**src/rtl/logic_unit_pipe_if.sv**
```systemverilog
// Operand/result handshake bus for logic_unit_pipe.
// Zero/Parity flag signals exist only when LOGIC_UNIT_FLAGS_EN is defined.
interface logic_unit_pipe_if #(
    parameter int unsigned WIDTH = 32,
    parameter int unsigned CNT_W = 16
);
    logic             in_valid;
    logic             in_ready;
    logic [WIDTH-1:0] A;
    logic [WIDTH-1:0] B;
    logic [2:0]       Op;
    logic             out_valid;
    logic             out_ready;
    logic [WIDTH-1:0] Out;
    logic [CNT_W-1:0] done_count;
`ifdef LOGIC_UNIT_FLAGS_EN
    logic             Zero;
    logic             Parity;

    modport master (
        output in_valid, A, B, Op, out_ready,
        input  in_ready, out_valid, Out, done_count, Zero, Parity
    );
    modport slave (
        input  in_valid, A, B, Op, out_ready,
        output in_ready, out_valid, Out, done_count, Zero, Parity
    );
`else
    modport master (
        output in_valid, A, B, Op, out_ready,
        input  in_ready, out_valid, Out, done_count
    );
    modport slave (
        input  in_valid, A, B, Op, out_ready,
        output in_ready, out_valid, Out, done_count
    );
`endif
endinterface

```
**src/rtl/logic_unit_pipe.sv**
```systemverilog
// Two-stage pipelined bitwise logic unit with valid/ready handshake and consumed-result counter.
// Optional Zero/Parity result flags are built when LOGIC_UNIT_FLAGS_EN is defined.
module logic_unit_pipe #(
    parameter int unsigned WIDTH = 32,
    parameter int unsigned CNT_W = 16
) (
    input  logic             clk,
    input  logic             rst_n,
    logic_unit_pipe_if.slave bus
);
    logic             r_s1_valid;
    logic [WIDTH-1:0] r_s1_a;
    logic [WIDTH-1:0] r_s1_b;
    logic [2:0]       r_s1_op;
    logic             r_s2_valid;
    logic [WIDTH-1:0] r_out;
    logic [CNT_W-1:0] r_done_count;

    logic             w_s1_ready;
    logic             w_s2_ready;
    logic             w_accept;
    logic             w_consume;
    logic [WIDTH-1:0] w_result;

    // Combinational ready chain lets a draining output free both stages in one cycle.
    assign w_s2_ready = ~r_s2_valid | bus.out_ready;
    assign w_s1_ready = ~r_s1_valid | w_s2_ready;
    assign w_accept   = bus.in_valid & w_s1_ready;
    assign w_consume  = r_s2_valid & bus.out_ready;

    always_comb begin
        w_result = r_s1_a;
        case (r_s1_op)
            3'b000:  w_result = r_s1_a & r_s1_b;
            3'b001:  w_result = r_s1_a | r_s1_b;
            3'b010:  w_result = r_s1_a ^ r_s1_b;
            3'b011:  w_result = ~(r_s1_a | r_s1_b);
            3'b100:  w_result = r_s1_a & ~r_s1_b;
            3'b101:  w_result = r_s1_a | ~r_s1_b;
            3'b110:  w_result = ~(r_s1_a ^ r_s1_b);
            default: w_result = r_s1_a;
        endcase
    end

    // Stage 1: operand capture; data held when not loaded.
    always_ff @(posedge clk or negedge rst_n) begin
        if (!rst_n) begin
            r_s1_valid <= 1'b0;
            r_s1_a     <= '0;
            r_s1_b     <= '0;
            r_s1_op    <= '0;
        end else if (w_s1_ready) begin
            r_s1_valid <= bus.in_valid;
            if (w_accept) begin
                r_s1_a  <= bus.A;
                r_s1_b  <= bus.B;
                r_s1_op <= bus.Op;
            end
        end
    end

    // Stage 2: result register; Out keeps its last value when nothing moves in.
    always_ff @(posedge clk or negedge rst_n) begin
        if (!rst_n) begin
            r_s2_valid <= 1'b0;
            r_out      <= '0;
        end else if (w_s2_ready) begin
            r_s2_valid <= r_s1_valid;
            if (r_s1_valid) begin
                r_out <= w_result;
            end
        end
    end

    always_ff @(posedge clk or negedge rst_n) begin
        if (!rst_n) begin
            r_done_count <= '0;
        end else if (w_consume) begin
            r_done_count <= r_done_count + CNT_W'(1);
        end
    end

`ifdef LOGIC_UNIT_FLAGS_EN
    logic r_zero;
    logic r_parity;

    // Flags travel with Out so they stay coherent through stalls.
    always_ff @(posedge clk or negedge rst_n) begin
        if (!rst_n) begin
            r_zero   <= 1'b0;
            r_parity <= 1'b0;
        end else if (w_s2_ready && r_s1_valid) begin
            r_zero   <= ~|w_result;
            r_parity <= ^w_result;
        end
    end

    assign bus.Zero   = r_zero;
    assign bus.Parity = r_parity;
`endif

    assign bus.in_ready   = w_s1_ready;
    assign bus.out_valid  = r_s2_valid;
    assign bus.Out        = r_out;
    assign bus.done_count = r_done_count;
endmodule

```
**src/flat_wrapper.sv**
```systemverilog
// flat-port wrapper written by rule: the top's interface ports become plain ports
module logic_unit_pipe_flat 
#(
    parameter int unsigned WIDTH = 32,
    parameter int unsigned CNT_W = 16
)
  (clk, rst_n, bus_in_valid, bus_A, bus_B, bus_Op, bus_out_ready, bus_in_ready, bus_out_valid, bus_Out, bus_done_count);
  logic_unit_pipe_if #(.WIDTH(WIDTH), .CNT_W(CNT_W)) bus_i ();
  input  logic clk;
  input  logic rst_n;
  input wire logic [$bits(bus_i.in_valid)-1:0] bus_in_valid;
  input wire logic [$bits(bus_i.A)-1:0] bus_A;
  input wire logic [$bits(bus_i.B)-1:0] bus_B;
  input wire logic [$bits(bus_i.Op)-1:0] bus_Op;
  input wire logic [$bits(bus_i.out_ready)-1:0] bus_out_ready;
  output wire logic [$bits(bus_i.in_ready)-1:0] bus_in_ready;
  output wire logic [$bits(bus_i.out_valid)-1:0] bus_out_valid;
  output wire logic [$bits(bus_i.Out)-1:0] bus_Out;
  output wire logic [$bits(bus_i.done_count)-1:0] bus_done_count;
  assign bus_i.in_valid = bus_in_valid;
  assign bus_i.A = bus_A;
  assign bus_i.B = bus_B;
  assign bus_i.Op = bus_Op;
  assign bus_i.out_ready = bus_out_ready;
  assign bus_in_ready = bus_i.in_ready;
  assign bus_out_valid = bus_i.out_valid;
  assign bus_Out = bus_i.Out;
  assign bus_done_count = bus_i.done_count;
  logic_unit_pipe #(.WIDTH(WIDTH), .CNT_W(CNT_W)) u_core (.clk(clk), .rst_n(rst_n), .bus(bus_i));
endmodule
```
**config.mk**
```make
export PLATFORM = sky130hd
export DESIGN_NAME = logic_unit_pipe_flat
export DESIGN_NICKNAME = d
export VERILOG_FILES = /design/src/rtl/logic_unit_pipe_if.sv /design/src/rtl/logic_unit_pipe.sv /design/src/flat_wrapper.sv
export SDC_FILE = /design/constraint.sdc
export NUM_CORES = 1
export LEC_CHECK = 0
export CAP_MARGIN = 10
export CORE_MARGIN = 3
export CORE_UTILIZATION = 50
export DETAILED_ROUTE_END_ITERATION = 10
export GPL_TIMING_DRIVEN = 0
export PLACE_DENSITY = 0.75
export SYNTH_ARGS = -nofsm -noshare
export SYNTH_HDL_FRONTEND = slang
export SYNTH_SLANG_ARGS = --single-unit
```
**constraint.sdc**
```tcl
create_clock -name clk -period 1.94 [get_ports clk]
set_clock_uncertainty 0.2 [all_clocks]
set_input_delay 0.388 -clock clk [delete_from_list [all_inputs] [get_ports clk]]
set_output_delay 0.388 -clock clk [all_outputs]
set_load 0.03 [all_outputs]
```
==> results of run 1 <==
==> kinds of logic after synthesis <==
group / share of synthesized area (%)
and+or+nand+nor: 10.60
adders and majority gates: 10.99
xor gates and xnor gates: 3.786
AOI/OAI and AO/OA: 14.96
muxes: 12.51
buffers and inverters: 7.606
DFF: 39.55
==> layout make-up <==
cell class	instances	area (um^2)
plain buffers	51	356.6
repair buffers	122	1182
flip-flops and latches	117	2929
clock buffers	18	439.2
clock inverters	14	152.6
well taps	180	225.2
fillers	1134	4757
inverters	66	247.7
multi-input cells	479	3914
==> power by group through the flow <==
stage                     Combinational [mW]  Sequential [mW]  Clock (mW)
after detailed placement                3.85             3.45           0
after global placement                  3.69             3.42           0
after CTS                               3.69             3.41        3.18
after floorplan                         1.94             3.89           0
final                                   3.74             3.42        3.17
after global routing                    4.03             3.48        3.30
==> how the worst max path moves through the flow <==
stage                                                     from                                to  slack, ns  cells after the start
after floorplan               u_core.bus.out_valid$_DFFE_PN0P_     u_core.r_s1_a[17]$_DFFE_PN0P_      0.006                      5
after global placement                                   rst_n  u_core.bus.out_valid$_DFFE_PN0P_      -4.80                      1
after detailed placement                         bus_out_ready    u_core.bus.Out[14]$_DFFE_PN0P_      -0.50                      6
after CTS                        u_core.r_s1_op[2]$_DFFE_PN0P_    u_core.bus.Out[31]$_DFFE_PN0P_       0.02                      6
after global routing      u_core.bus.done_count[4]$_DFFE_PN0P_                 bus_done_count[4]     0.0002                      1
final                     u_core.bus.done_count[2]$_DFFE_PN0P_                 bus_done_count[2]       0.06                      1
==> metrics by stage <==
step | cells | hold WS [ns] | utilization, % | cell area [um^2]
after floorplan | 714 | -0.1076 | - | 7410
after global placement | 1014 | 0.2623 | 62.21 | 8836
after detailed placement | 1015 | 0.1117 | 62.41 | 8865
after CTS | 1047 | 0.2469 | 66.20 | 9403
after global routing | 1047 | 0.1570 | 66.51 | 9447
final | 1047 | 0.1474 | 66.51 | 9447
==> per-layer routing <==
| metal | routed length [um] | up-vias | part of all wire (%) |
|---|---|---|---|
| li1 | - | 2848 | - |
| met1 | 9079 | 3152 | 42 |
| met2 | 10380 | 319 | 48 |
| met3 | 1671 | 52 | 7.7 |
| met4 | 458 | 0 | 2.1 |
| met5 | 0 | - | 0 |
==> cells in the mapped netlist (3+ instances only) <==
cell / n / share of area, %
sky130_fd_sc_hd__dfrtp_1: 117 / 40
sky130_fd_sc_hd__mux2_2: 68 / 10
sky130_fd_sc_hd__ha_1: 65 / 11
sky130_fd_sc_hd__inv_1: 65 / 3.3
sky130_fd_sc_hd__nor2_1: 33 / 1.7
sky130_fd_sc_hd__o22ai_1: 32 / 2.7
sky130_fd_sc_hd__xnor2_1: 28 / 3.3
sky130_fd_sc_hd__buf_2: 24 / 1.6
sky130_fd_sc_hd__nand3_1: 24 / 1.6
sky130_fd_sc_hd__and3_1: 19 / 1.6
sky130_fd_sc_hd__nor3_1: 19 / 1.3
sky130_fd_sc_hd__a31oi_1: 17 / 1.4
sky130_fd_sc_hd__a21oi_1: 16 / 1.1
sky130_fd_sc_hd__a22oi_1: 16 / 1.6
sky130_fd_sc_hd__mux2i_1: 16 / 2.2
sky130_fd_sc_hd__o31ai_1: 16 / 1.6
sky130_fd_sc_hd__clkbuf_1: 13 / 0.66
sky130_fd_sc_hd__nand2_1: 12 / 0.61
sky130_fd_sc_hd__o21a_1: 11 / 1.1
sky130_fd_sc_hd__o32a_1: 11 / 1.5
sky130_fd_sc_hd__a41oi_1: 9 / 1.1
sky130_fd_sc_hd__buf_6: 9 / 1.4
sky130_fd_sc_hd__nor3_2: 9 / 1.2
sky130_fd_sc_hd__o21ai_0: 7 / 0.47
sky130_fd_sc_hd__buf_4: 6 / 0.61
sky130_fd_sc_hd__o21ai_1: 6 / 0.41
sky130_fd_sc_hd__nand2b_1: 5 / 0.42
sky130_fd_sc_hd__nand4_1: 5 / 0.42
sky130_fd_sc_hd__o221ai_1: 5 / 0.59
sky130_fd_sc_hd__o211ai_1: 4 / 0.41
sky130_fd_sc_hd__xor2_1: 4 / 0.47
sky130_fd_sc_hd__and2_1: 3 / 0.25
sky130_fd_sc_hd__nor2b_1: 3 / 0.25
==> flip-flops by register name (all words and copies together) (netlist names) <==
register,count
u_core.bus.out_valid,1
u_core.bus.Out,32
u_core.bus.done_count,16
u_core.r_s1_a,32
u_core.r_s1_b,32
u_core.r_s1_valid,1
u_core.r_s1_op,3
==> what timing repair did <==
item / in CTS / in global routing
setup endpoints to repair: 68 / 53
cloned: 0 / 0
hold buffers: 1 / 0
gates resized for setup: 57 / 30
hold endpoints to repair: 36 / 0
buffers inserted: 0 / 0
==> impl_metrics.py, run 1 <==
metrics = {
    "die": {
        "placement_rows": 43,
        "die_area_mm2": 0.01630,
        "core_area_mm2": 0.01420,
        "floorplan.initialDensity_pct": 52.11,
        "die-height_um": 127.7,
        "die-width_um": 127.7,
        "boundaryPins": 121,
    },
    "setup_path": {
        "r2r_setup_slack_ns": 0.09,
        "path_max_fanout": 5,
        "timing.setup.critical_path_class": "reg -> out",
        "crit_path_max_delay_family": "flip-flops",
        "slowest_delay_ns": 0.45,
        "cp_cell_sequence": "dlygate4sd2_1",
        "worst-endpoint-required_ns": 1.35,
        "worst-path-buf-inv": 1,
        "rr_startpoint": "u_core.r_s1_op[0]$_DFFE_PN0P_",
        "critical_path_at_ns": 1.29,
        "slowest_stage": "sky130_fd_sc_hd__dfrtp_1",
        "worst_reg2reg_path_endpoint": "u_core.bus.Out[5]$_DFFE_PN0P_",
        "critPathCaptureType": "primary output",
        "worstRegToRegCells": 6,
        "crit_path_start_kind": "flop",
    },
    "power": {
        "power.leakage_nw": 4.400,
        "fin_total_pwr_mw": 10.33,
        "combPwrFrac_pct": 36.3,
        "power.share.sequential_pct": 33.1,
        "power.clock.fraction_pct": 30.7,
        "swShare_pct": 37.77,
        "intPower_mw": 6.426,
        "power.net_switching_mw": 3.900,
        "worst_ir_drop_vdd_mv": 0.9344,
        "powerDensity_mw_per_mm2": 1093,
    },
    "logic_synthesis": {
        "synthArstFlopShare_pct": 100.0,
        "synth_warn": 0,
        "synth_nets": 850,
        "post_synth_design_cell_area_mm2": 0.007402,
        "post_synthesis_sequential_area_ratio_pct": 39.55,
        "synth.avg_cell_area_um2": 10.37,
        "synth_top_flop_cell": "sky130_fd_sc_hd__dfrtp_1",
        "synth_cell_type_count": 45,
        "synth-edff-count": 0,
        "yosys_register_bits": 117,
        "syn_inst": 714,
    },
    "global_routing": {
        "busiest_layer": "met2",
        "global_route.usage.met3_pct": 6.125,
        "gr-usage-met2_pct": 44.16,
        "grt_max_degree": 82,
        "grt_pass1_vias": 6662,
        "grtUsageMet1_pct": 34.77,
        "globalRouteTotalUtil_pct": 26.78,
        "grt_antenna_before_repair": 0,
        "grt_remaining_overflow": 0,
        "grt_first_pass_wirelength_um": 34470,
    },
    "routing": {
        "postRouteWirelength_um": 21590,
        "drtIter0Drc": 503,
        "drcViolationCount": 0,
        "postRouteAntennaNets": 0,
        "vias": 6371,
        "post_drt_via_cell_ratio": 6.085,
        "drt_first_pass_iters": 5,
        "route.detailed.wl_per_inst_um": 20.62,
    },
    "final_layout": {
        "commonest_non_fill_non_tap_cells_in_the_layout": "116 x sky130_fd_sc_hd__dfrtp_1, 68 x sky130_fd_sc_hd__mux2_2, 68 x sky130_fd_sc_hd__clkdlybuf4s50_1",
        "n_antenna_cell": 0,
        "layout-drive-gt1-share_pct": 19.49,
        "final_common_cell": "sky130_fd_sc_hd__dfrtp_1",
        "area_growth_from_synthesis_to_layout_pct": 27.62,
        "finalNetCount": 990,
    },
    "clocking": {
        "cts_sinks": 117,
        "cts-htree-levels": 4,
        "clock_slew_at_the_register_clock_pins_of_the_worst_setup_and_hold_paths_ns": 0.06,
        "cts_made_buffers": 17,
        "clock_latency_ns": 0.42,
        "tritoncts": "yes",
        "cts-root-buf": "sky130_fd_sc_hd__clkbuf_16",
        "clk_path_buf_depth": 2,
    },
    "timing": {
        "fin_tns_setup_ns": 0,
        "timing.final.max_slew_violations": 0,
        "tightest_slew_margin_relative_to_the_limit_pct": 55.29,
        "max_slew.worst_pin.slew_ns": 0.6706,
        "timing.final.ws_setup_ns": 0.05751,
        "fmaxAchievable_mhz": 531.2,
        "fin_crit_sh_pct": 97.04,
        "unrepaired_setup_endpoints_after_global_routing": "no",
        "setup_viol_count_final": 0,
        "layout_min_cycle_time_ns": 1.882,
        "finalHoldViolCount": 0,
    },
    "placed_design": {
        "pre_cts_slack_ns": -0.4980,
        "post-dp-hpwl_um": 14850,
        "io_buffers": 120,
        "routabilityCongestion": 0.8582,
    },
    "worst_hold_path": {
        "worst_hold_path.endpoint": "u_core.bus.done_count[0]$_DFFE_PN0P_",
        "hold_path.startpoint": "bus_out_ready",
        "hold_path.class": "in -> reg",
        "hold_path_depth": 3,
    },
    "flow_run": {
        "drv_cap": 0,
    },
    "outcome": {
        "status": "finished, final reports clean",
    },
}
Note: power is estimated with default switching activity, not from simulation.
==> run 2: changes to the inputs <==
- CORE_UTILIZATION: 50 -> 55
- HOLD_SLACK_MARGIN: not set -> 0.06
- PLACE_DENSITY: 0.75 -> 0.82
- RECOVER_POWER: not set -> 50
==> impl_metrics.py, run 2 (synthesis results as in run 1) <==
metrics = {
    "global_routing": {
        "grt_max_degree": 95,
        "grt_first_pass_wirelength_um": 34270,
        "grt_pass1_vias": 6777,
        "grt_antenna_before_repair": 0,
        "globalRouteTotalUtil_pct": 29.73,
        "grt_remaining_overflow": 0,
    },
    "power": {
        "power.net_switching_mw": 3.794,
        "power.leakage_nw": 4.393,
        "power.share.sequential_pct": 32.9,
        "intPower_mw": 6.595,
        "swShare_pct": 36.52,
        "worst_ir_drop_vdd_mv": 0.7468,
        "powerDensity_mw_per_mm2": 1103,
        "power.clock.fraction_pct": 31.1,
        "combPwrFrac_pct": 36.1,
    },
    "setup_path": {
        "r2r_setup_slack_ns": 0.04,
        "timing.setup.critical_path_class": "reg -> reg",
        "path_max_fanout": 15,
        "worst_reg2reg_path_endpoint": "u_core.bus.Out[11]$_DFFE_PN0P_",
        "worstRegToRegCells": 6,
        "critPathCaptureType": "flop",
        "crit_path_start_kind": "flop",
        "rr_startpoint": "u_core.r_s1_op[1]$_DFFE_PN0P_",
        "critical_path_at_ns": 2.00,
        "worst-endpoint-required_ns": 2.03,
    },
    "final_layout": {
        "n_antenna_cell": 0,
        "area_growth_from_synthesis_to_layout_pct": 27.25,
        "final_common_cell": "sky130_fd_sc_hd__dfrtp_1",
        "commonest_non_fill_non_tap_cells_in_the_layout": "117 x sky130_fd_sc_hd__dfrtp_1, 68 x sky130_fd_sc_hd__mux2_2, 68 x sky130_fd_sc_hd__clkdlybuf4s50_1",
        "layout-drive-gt1-share_pct": 19.15,
        "filler_cell_count": 944,
        "final_area_mm2": 0.009419,
        "finalNetCount": 990,
    },
    "placed_design": {
        "routabilityCongestion": 0.8699,
        "dpl-instance-area_mm2": 0.008855,
        "io_buffers": 120,
        "pre_cts_slack_ns": -0.4542,
        "post-dp-hpwl_um": 15230,
    },
    "timing": {
        "setup_viol_count_final": 0,
        "unrepaired_setup_endpoints_after_global_routing": "no",
        "fin_crit_sh_pct": 98.09,
        "timing.final.max_slew_violations": 0,
        "tightest_slew_margin_relative_to_the_limit_pct": 54.29,
        "layout_min_cycle_time_ns": 1.903,
        "timing.final.ws_setup_ns": 0.03711,
        "max_slew.worst_pin.slew_ns": 0.6857,
        "finalHoldViolCount": 0,
        "fmaxAchievable_mhz": 525.5,
        "fin_tns_setup_ns": 0,
    },
    "clocking": {
        "cts-root-buf": "sky130_fd_sc_hd__clkbuf_16",
        "cts-htree-levels": 4,
        "clock_latency_ns": 0.42,
        "cts_sinks": 117,
        "clock_slew_at_the_register_clock_pins_of_the_worst_setup_and_hold_paths_ns": 0.06,
        "tritoncts": "yes",
        "clk_path_buf_depth": 2,
        "postCtsSetupBuffers": 0,
        "cts_made_buffers": 17,
    },
    "routing": {
        "post_drt_via_cell_ratio": 6.175,
        "drcViolationCount": 0,
        "drt_first_pass_iters": 5,
        "drtIter0Drc": 640,
        "postRouteWirelength_um": 21840,
        "postRouteAntennaNets": 0,
        "route.detailed.wl_per_inst_um": 21.02,
        "vias": 6416,
    },
    "die": {
        "die_area_mm2": 0.01489,
        "die-width_um": 122.0,
        "floorplan.initialDensity_pct": 57.49,
        "boundaryPins": 121,
        "die-height_um": 122.0,
        "placement_rows": 41,
        "core_area_mm2": 0.01288,
    },
    "worst_hold_path": {
        "hold_path_depth": 3,
        "hold_path.class": "in -> reg",
        "worst_hold_path.endpoint": "u_core.bus.done_count[0]$_DFFE_PN0P_",
        "hold_path.startpoint": "bus_out_ready",
    },
    "flow_run": {
        "drv_cap": 0,
    },
    "outcome": {
        "status": "finished, final reports clean",
    },
}
## run 2: changes by cell type in the layout (fill, tap and decap cells not counted), moves of 2 or more
cell	delta
sky130_fd_sc_hd__buf_2	+4
sky130_fd_sc_hd__buf_4	+2
sky130_fd_sc_hd__buf_6	-3
sky130_fd_sc_hd__clkbuf_1	+2
sky130_fd_sc_hd__clkbuf_2	+2
sky130_fd_sc_hd__clkbuf_4	-4
sky130_fd_sc_hd__clkbuf_8	+2
sky130_fd_sc_hd__clkinv_4	-5
sky130_fd_sc_hd__inv_6	-3
## run 2: metrics by stage
step | hold WS [ns] | util, % | std cells | power (mW)
final | 0.1527 | 73.15 | 1039 | 10.39
after CTS | 0.1928 | 73.07 | 1039 | 10.35
after global routing | 0.1816 | 73.15 | 1039 | 10.85
after floorplan | -0.1076 | - | 714 | 5.827
after global placement | 0.2618 | 68.55 | 1006 | 7.116
after detailed placement | 0.05794 | 68.77 | 1007 | 7.319
## run 2: power groups by stage
| stage | registers (mW) | clock network, mW | logic [mW] |
|---|---|---|---|
| after CTS | 3.40 | 3.25 | 3.70 |
| after global routing | 3.48 | 3.36 | 4.01 |
| after global placement | 3.41 | 0 | 3.70 |
| after floorplan | 3.89 | 0 | 1.94 |
| after detailed placement | 3.45 | 0 | 3.87 |
| final | 3.42 | 3.23 | 3.75 |
## run 2: how the worst max path moves through the flow
stage                                      from                          endpoint  depth (start not counted)
6_report          u_core.r_s1_op[1]$_DFFE_PN0P_    u_core.bus.Out[11]$_DFFE_PN0P_                          6
5_1_grt           u_core.r_s1_op[1]$_DFFE_PN0P_     u_core.bus.Out[3]$_DFFE_PN0P_                          6
4_1_cts                           bus_out_ready     u_core.bus.Out[3]$_DFFE_PN0P_                          6
3_5_place_dp                      bus_out_ready                      bus_in_ready                          3
3_3_place_gp                              rst_n  u_core.bus.out_valid$_DFFE_PN0P_                          1
2_1_floorplan  u_core.bus.out_valid$_DFFE_PN0P_     u_core.r_s1_a[17]$_DFFE_PN0P_                          5
## run 2: cell type report
| type | count | area, um^2 | area share (%) |
|---|---|---|---|
| Multi-Input combinational cell | 479 | 3916 | 41.58 |
| Sequential cell | 117 | 2928 | 31.08 |
| Timing Repair Buffer | 122 | 1165 | 12.37 |
| Clock buffer | 23 | 478.0 | 5.074 |
| Buffer | 51 | 344.1 | 3.653 |
| Inverter | 66 | 247.7 | 2.630 |
| Tap cell | 172 | 215.2 | 2.285 |
| Clock inverter | 9 | 125.1 | 1.328 |
## run 2: worst max-delay path: stages, from the launching register on
cell and delay [ns]:
sky130_fd_sc_hd__dfrtp_1 0.41, sky130_fd_sc_hd__nand2b_1 0.08, sky130_fd_sc_hd__buf_4 0.24, sky130_fd_sc_hd__buf_2 0.33, sky130_fd_sc_hd__o22ai_1 0.13, sky130_fd_sc_hd__a22oi_1 0.26, sky130_fd_sc_hd__a31oi_1 0.12
## run 2: what timing repair did
item / CTS / global route
endpoints found under the setup margin: 68 / 50
gates resized for setup: 60 / 21
hold endpoints to repair: 117 / 0
hold buffers: 1 / 0
## run 2: per-layer routing
| metal | vias up | wire length, um | GRT usage [%] |
|---|---|---|---|
| met2 | 330 | 10930 | 50.28 |
| met1 | 3166 | 8460 | 36.05 |
| li1 | 2850 | - | - |
| met4 | 0 | 675 | 13.52 |
| met3 | 70 | 1775 | 7.057 |
| met5 | - | 0 | 0 |
